==> src/rtl/mac_accum_if.sv <==
// Stream bundle for mac_accum: sample input channel and window-result output channel.
// With MAC_ACCUM_PEAK_EN defined the result channel also carries peak_out.
interface mac_accum_if #(
  parameter int unsigned Width = 8,
  parameter int unsigned N     = 4
);
  localparam int unsigned SW = 2 * Width + $clog2(N);

  logic [2*Width-1:0] in_data;
  logic               in_valid;
  logic               in_ready;
  logic [SW-1:0]      sum_out;
  logic [2*Width-1:0] avg_out;
  logic               out_valid;
  logic               out_ready;
`ifdef MAC_ACCUM_PEAK_EN
  logic [2*Width-1:0] peak_out;

  modport master (
    output in_data, in_valid, out_ready,
    input  in_ready, sum_out, avg_out, out_valid, peak_out
  );

  modport slave (
    input  in_data, in_valid, out_ready,
    output in_ready, sum_out, avg_out, out_valid, peak_out
  );
`else
  modport master (
    output in_data, in_valid, out_ready,
    input  in_ready, sum_out, avg_out, out_valid
  );

  modport slave (
    input  in_data, in_valid, out_ready,
    output in_ready, sum_out, avg_out, out_valid
  );
`endif
endinterface

==> src/rtl/mac_accum.sv <==
// Windowed accumulator: sums N accepted samples, presents sum and mean, holds until consumed.
// Optional MAC_ACCUM_PEAK_EN adds peak_out, the per-window maximum sample.
module mac_accum #(
  parameter int unsigned Width = 8,
  parameter int unsigned N     = 4
) (
  input logic        clk,
  input logic        reset,
  input logic        clear,
  mac_accum_if.slave bus
);
  localparam int unsigned CntW = $clog2(N);
  localparam int unsigned DW   = 2 * Width;
  localparam int unsigned SW   = DW + CntW;

  typedef enum logic [0:0] {StAccum, StHold} state_e;

  state_e          state_q;
  logic [SW-1:0]   acc_q;
  logic [CntW-1:0] cnt_q;
  logic [SW-1:0]   sum_d;
  logic            accept;
  logic            last;

  assign bus.in_ready = (state_q == StAccum);

  always_comb begin
    sum_d  = acc_q + SW'(bus.in_data);
    accept = bus.in_valid && (state_q == StAccum);
    last   = (cnt_q == CntW'(N - 1));
  end

`ifdef MAC_ACCUM_PEAK_EN
  // Running maximum of the current window; published to peak_out when the window closes.
  logic [DW-1:0] peak_q;
  logic [DW-1:0] peak_d;

  always_comb begin
    peak_d = (bus.in_data > peak_q) ? bus.in_data : peak_q;
  end

  always_ff @(posedge clk) begin
    if (reset) begin
      peak_q       <= '0;
      bus.peak_out <= '0;
    end else if (state_q == StAccum) begin
      if (clear) begin
        peak_q       <= '0;
        bus.peak_out <= '0;
      end else if (accept) begin
        if (last) begin
          peak_q       <= '0;
          bus.peak_out <= peak_d;
        end else begin
          peak_q <= peak_d;
        end
      end
    end
  end
`endif

  always_ff @(posedge clk) begin
    if (reset) begin
      state_q       <= StAccum;
      acc_q         <= '0;
      cnt_q         <= '0;
      bus.sum_out   <= '0;
      bus.avg_out   <= '0;
      bus.out_valid <= 1'b0;
    end else begin
      case (state_q)
        StAccum: begin
          // clear wins over a sample offered in the same cycle
          if (clear) begin
            acc_q <= '0;
            cnt_q <= '0;
          end else if (accept) begin
            if (last) begin
              bus.sum_out   <= sum_d;
              bus.avg_out   <= sum_d[SW-1:CntW];
              bus.out_valid <= 1'b1;
              acc_q         <= '0;
              cnt_q         <= '0;
              state_q       <= StHold;
            end else begin
              acc_q <= sum_d;
              cnt_q <= cnt_q + 1'b1;
            end
          end
        end
        StHold: begin
          // out_valid is always set here, so out_ready alone completes the handshake
          if (bus.out_ready) begin
            bus.out_valid <= 1'b0;
            state_q       <= StAccum;
          end
        end
        default: state_q <= StAccum;
      endcase
    end
  end
endmodule

==> src/flat_wrapper.sv <==
// flat-port wrapper written by rule: the top's interface ports become plain ports
module mac_accum_flat 
#(
  parameter int unsigned Width = 8,
  parameter int unsigned N     = 4
)
  (clk, reset, clear, bus_in_data, bus_in_valid, bus_out_ready, bus_in_ready, bus_sum_out, bus_avg_out, bus_out_valid);
  mac_accum_if #(.Width(Width), .N(N)) bus_i ();
  input logic clk;
  input logic reset;
  input logic clear;
  input wire logic [$bits(bus_i.in_data)-1:0] bus_in_data;
  input wire logic [$bits(bus_i.in_valid)-1:0] bus_in_valid;
  input wire logic [$bits(bus_i.out_ready)-1:0] bus_out_ready;
  output wire logic [$bits(bus_i.in_ready)-1:0] bus_in_ready;
  output wire logic [$bits(bus_i.sum_out)-1:0] bus_sum_out;
  output wire logic [$bits(bus_i.avg_out)-1:0] bus_avg_out;
  output wire logic [$bits(bus_i.out_valid)-1:0] bus_out_valid;
  assign bus_i.in_data = bus_in_data;
  assign bus_i.in_valid = bus_in_valid;
  assign bus_i.out_ready = bus_out_ready;
  assign bus_in_ready = bus_i.in_ready;
  assign bus_sum_out = bus_i.sum_out;
  assign bus_avg_out = bus_i.avg_out;
  assign bus_out_valid = bus_i.out_valid;
  mac_accum #(.Width(Width), .N(N)) u_core (.clk(clk), .reset(reset), .clear(clear), .bus(bus_i));
endmodule
==> config.mk <==
export PLATFORM = sky130hd
export DESIGN_NAME = mac_accum_flat
export DESIGN_NICKNAME = d
export VERILOG_FILES = /design/src/rtl/mac_accum_if.sv /design/src/rtl/mac_accum.sv /design/src/flat_wrapper.sv
export SDC_FILE = /design/constraint.sdc
export NUM_CORES = 1
export LEC_CHECK = 0
export CORE_AREA = 4 4 82 84
export CTS_CLUSTER_SIZE = 20
export DETAILED_ROUTE_END_ITERATION = 12
export DIE_AREA = 0 0 86 88
export PLACE_DENSITY_LB_ADDON = 0.2
export REMOVE_ABC_BUFFERS = 1
export SLEW_MARGIN = 5
export SYNTH_ARGS = -nofsm -noshare
export SYNTH_HDL_FRONTEND = slang
export SYNTH_SLANG_ARGS = --single-unit
==> constraint.sdc <==
create_clock -name clk -period 3.66 [get_ports clk]
set_input_delay 0.549 -clock clk [delete_from_list [all_inputs] [get_ports clk]]
set_output_delay 0.549 -clock clk [all_outputs]
set_load 0.02 [all_outputs]
After elaboration in Yosys (flattened, before gate mapping)
Cells that the tools add are included.
{ "op_classes": {"add_sub_neg": 2, "n_eq_ne": 5, "muxes": 16, "bitwise": 2, "n_reduce_logical": 5} }
{ "ops": {"columns": ["op", "count"], "rows": [
  ["$mux 18", 3],
  ["$add 18x16->18", 1],
  ["$mux 1", 8],
  ["$reduce_and 4->1", 2],
  ["$mux 2", 3],
  ["$ne 2x1->1 const B", 2],
  ["$ne 2x2->1 const B", 2],
  ["$pmux 1 s2", 2],
  ["$add 2x1->2 const B", 1],
  ["$eq 2x2->1 const B", 1],
  ["$not 1->1", 2],
  ["$reduce_and 2->1", 1],
  ["$reduce_bool 2->1", 1],
  ["$logic_and 1x1->1", 1]
]} }
{ "word_totals": {"output_inout_bits": 36, "register_bits": 56, "inputBits": 21} }

Longest topological paths before layout
{ "logic_depth": {"depth_word": 5, "mapped_depth": 9} }

Worst setup path after synthesis
OpenSTA, ideal clock, no wires.
{ "synth_path": {"path_kind": "input -> register", "start": "in bus_in_data[0]", "end": "reg u_core.bus.sum_out[16]", "arrival_time_ps": 2314, "setup_ps": 62, "cell_stages": 9, "slack_ps": 1283, "path_buffers": 0, "cell_sequence": "ha_1 -> inv_1 -> fa_1 -> and2b_1 -> o2111ai_2 -> a31oi_1 -> o211a_1 -> or4_1 -> nand3_1"} }
{ "synth_between": {"elab_chain_len": 1} }
{ "synth_lines": {"columns": ["element", "line_no", "rtl"], "rows": [
  ["start: declaration", "flat_wrapper.sv:12", "input wire logic [$bits(bus_i.in_data)-1:0] bus_in_data;"],
  ["$add 18x16->18", "mac_accum.sv:28", "sum_d = acc_q + SW'(bus.in_data);"],
  ["end signal: assignment", "mac_accum.sv:79", "bus.sum_out <= sum_d;"],
  ["end: declaration", "mac_accum_if.sv:36", "output in_ready, sum_out, avg_out, out_valid"]
]} }
No other way between the ends.
A chain may end at the register's enable or synchronous reset.

Worst setup path after layout
Same ends and word-level chain as after synthesis.

==> flow_metrics.env <==
export IMPL_synth_cell_area_sq_um=2549
export IMPL_syn2layout_area_growth_pct=23.76
export IMPL_cts_tree="done"
export IMPL_grt_max_degree=29
export IMPL_yosysTopAreaCellShare_pct=31.42
export IMPL_fill_cells=581
export IMPL_routed_wl_um=6193
export IMPL_avgRoutedWirePerCell_um=14.61
export IMPL_r2r_cells=9
export IMPL_ys_flop_type="dfxtp_1"
export IMPL_synth_area_mux_share_pct=1.571
export IMPL_yosysTopAreaCell="dfxtp_1"
export IMPL_clock_sink_count=40
export IMPL_numCtsBuffers=5
export IMPL_finalHoldViolations=0
export IMPL_synthTopCellsByCount="dfxtp_1, nand2_1, a21oi_1, nor2_1, ha_1"
export IMPL_tns_ns=0
export IMPL_drc=0
export IMPL_tightest_slew_ns=0.6505
export IMPL_r2r_start="u_core.acc_q[0]$_SDFFE_PP0P_"
export IMPL_dieArea_sq_um=7568
export IMPL_fmax_mhz=370.5
export IMPL_clkTransAtPathRegs_ns=0.08
export IMPL_internal_power_mw=0.7584
export IMPL_synthAdderAreaFrac_pct=9.131
export IMPL_vdd_ir_drop_max_mv=0.2291
export IMPL_synth_compound_area_share_pct=24.89
export IMPL_setup_viol=0
export IMPL_switching_share_pct=29.15
export IMPL_slew_viol_final=0
export IMPL_grt_pass1_vias=2214
export IMPL_overflow=0
export IMPL_hold_buffers=0
export IMPL_drt_iter0_drc=102
export IMPL_yosys_area_share_simple_pct=21.55
export IMPL_synth_xor_area_share_pct=3.093
export IMPL_vias=2346
export IMPL_crit_type="input pin to flop"
export IMPL_synth_cell_types=54
export IMPL_ant_nets=0
export IMPL_whs_endpoint="u_core.acc_q[10]$_SDFFE_PP0P_"
export IMPL_rsz0062_at_grt="false"
export IMPL_startpoint_type="input pin"
export IMPL_portBuffers=56
export IMPL_hold_class="flop to flop"
export IMPL_r2r_slack_ns=1.31
export IMPL_power_frac_clock_pct=34.2
export IMPL_syn_inst=314
export IMPL_rows=28
export IMPL_io_pins=57
export IMPL_synth_edf_count=0
export IMPL_p_leak_nw=1.224
export IMPL_viasPerCell=5.533
export IMPL_min_from="u_core.acc_q[10]$_SDFFE_PP0P_"
export IMPL_min_path_cells=2
export IMPL_die_x_um=86
export IMPL_comb_power_share_pct=22.5
export IMPL_relSlewSlack_pct=56.60
export IMPL_outcome="finished, final reports clean"
export IMPL_synth_top_family_by_area="compound AO/OA/AOI/OAI gates"
export IMPL_synth_avg_cell_area_sq_um=8.117
export IMPL_grtUsageTotal_pct=17.16
export IMPL_clock_latency_ns=0.30
export IMPL_antenna_cells=0
export IMPL_cap_violations=0
export IMPL_gp_congestion=0.8564
export IMPL_clockBufferDepth=2
export IMPL_post_dp_hpwl_um=4526
export IMPL_seq_area_frac_synth_pct=31.42
export IMPL_core_sq_um=5921
export IMPL_cts_resized=0
export IMPL_nNetsFinal=387
export IMPL_worstPathRequired_ns=3.90
export IMPL_fin_crit_sh_pct=73.75
export IMPL_synthTopCellsByArea="dfxtp_1, ha_1, nand2_1"
export IMPL_power_density_nw_per_um2=339.4
export IMPL_arrival_ns=2.94
export IMPL_antenna_found_initial=0
export IMPL_async_flop_share_pct=0
export IMPL_period_minus_slack_ns=2.699
export IMPL_switching_power_mw=0.3121
export IMPL_cts_root_buf="clkbuf_8"
export IMPL_htree_levels=2
export IMPL_clock_skew_ns=0.01023
export IMPL_p_seq_share_pct=43.3
export IMPL_dieHeight_um=88
export IMPL_crit_fanout=4
export IMPL_drive_above_1_share_pct=6.304
export IMPL_yosys_register_bits=40
export IMPL_reg2reg_to="u_core.bus.sum_out[16]$_SDFFE_PP0P_"
export IMPL_start_util_pct=43.05
export IMPL_postCtsSetupBuffers=0
export IMPL_drt_pass1_iter_count=4
export IMPL_utilization_pct=53.28
export IMPL_grt_pass1_wl_um=10420
export IMPL_endpoint_kind="flop"
export IMPL_ys_warn_count=0
sequential cells by signal (all words and copies together), names as in the netlist:
name	cells
u_core.acc_q	18
u_core.bus.sum_out	17
u_core.cnt_q	2
u_core.bus.avg_out	1
u_core.bus.out_valid	1
u_core.state_q	1
critical path, cell delays in order:
cell and delay (ns):
clkdlybuf4s50_1 0.40, ha_1 0.21, inv_1 0.07, fa_1 0.20, and2b_1 0.20, o2111ai_2 0.26, a31oi_1 0.17, o211a_1 0.27
or4_1 0.51, nand3_1 0.09
power groups by stage:
stage | sequential [mW] | combinational (mW) | clock [mW]
2_1_floorplan | 0.472 | 0.169 | 0
3_3_place_gp | 0.473 | 0.236 | 0
3_5_place_dp | 0.474 | 0.238 | 0
4_1_cts | 0.464 | 0.240 | 0.375
5_1_grt | 0.466 | 0.271 | 0.391
6_report | 0.464 | 0.241 | 0.366
metal layers:
metal | routed length (um) | GRT usage [%]
met2 | 2902 | 28.38
met3 | 276 | 3.575
met5 | 0 | 0
met1 | 2963 | 22.86
met4 | 51 | 4.317
cell families (layout without fill, tap and decap cells):
| group | count (synthesis) | count (layout) |
|---|---|---|
| compound gates | 91 | 91 |
| xor+xnor | 9 | 9 |
| fa+ha+maj | 18 | 18 |
| buf+inv | 39 | 74 |
| flops | 40 | 40 |
| mux | 4 | 4 |
| simple gates | 113 | 113 |
final cells by class:
type / instances / area, sq um / area share, %
Clock buffer: 5 / 68.82 / 2.182
Clock inverter: 3 / 42.54 / 1.349
Inverter: 6 / 22.52 / 0.7140
Multi-Input combinational cell: 235 / 1535 / 48.67
Sequential cell: 40 / 800.8 / 25.39
Tap cell: 75 / 93.84 / 2.975
Timing Repair Buffer: 60 / 590.6 / 18.72
metrics by stage:
| stage | hold slack (ns) | worst slack (ns) | instance area (sq um) | std cells | power (mW) |
|---|---|---|---|---|---|
| after floorplan | 0.4291 | 1.283 | 2359 | 281 | 0.6405 |
| after global placement | 0.4399 | 0.6884 | 3043 | 416 | 0.7095 |
| after detailed placement | 0.4506 | 0.6636 | 3043 | 416 | 0.7123 |
| after CTS | 0.4701 | 0.9716 | 3154 | 424 | 1.078 |
| after global routing | 0.4895 | 0.7215 | 3154 | 424 | 1.127 |
| final | 0.4652 | 0.9607 | 3154 | 424 | 1.070 |
cells in the final DEF (no fill, tap or decap), types with 4 or more instances in the layout:
| cell type | n |
|---|---|
| o21a_1 | 4 |
| inv_1 | 6 |
| ha_1 | 17 |
| nor4_1 | 6 |
| a21oi_1 | 23 |
| buf_4 | 4 |
| xnor2_1 | 6 |
| dfxtp_1 | 40 |
| and3_1 | 5 |
| a31oi_1 | 6 |
| nor2_1 | 23 |
| o21ai_0 | 16 |
| clkbuf_8 | 5 |
| clkdlybuf4s50_1 | 56 |
| mux2i_1 | 4 |
| nor3_1 | 7 |
| a211oi_1 | 8 |
| nand2_1 | 40 |
| nand3_1 | 10 |
| a21o_1 | 4 |
| a22oi_1 | 5 |
worst max-delay path by stage:
stage | startpoint | end | slack (ns)
finish | bus_in_data[0] | u_core.bus.sum_out[16]$_SDFFE_PP0P_ | 0.96
floorplan | bus_in_data[0] | u_core.bus.sum_out[16]$_SDFFE_PP0P_ | 1.28
global placement | bus_in_data[0] | u_core.bus.sum_out[16]$_SDFFE_PP0P_ | 0.69
global route | clear | u_core.acc_q[11]$_SDFFE_PP0P_ | 0.72
CTS | bus_in_data[0] | u_core.bus.sum_out[10]$_SDFFE_PP0P_ | 0.97
detailed placement | bus_in_data[0] | u_core.bus.sum_out[10]$_SDFFE_PP0P_ | 0.66
Note: power is estimated with default switching activity, not from simulation.
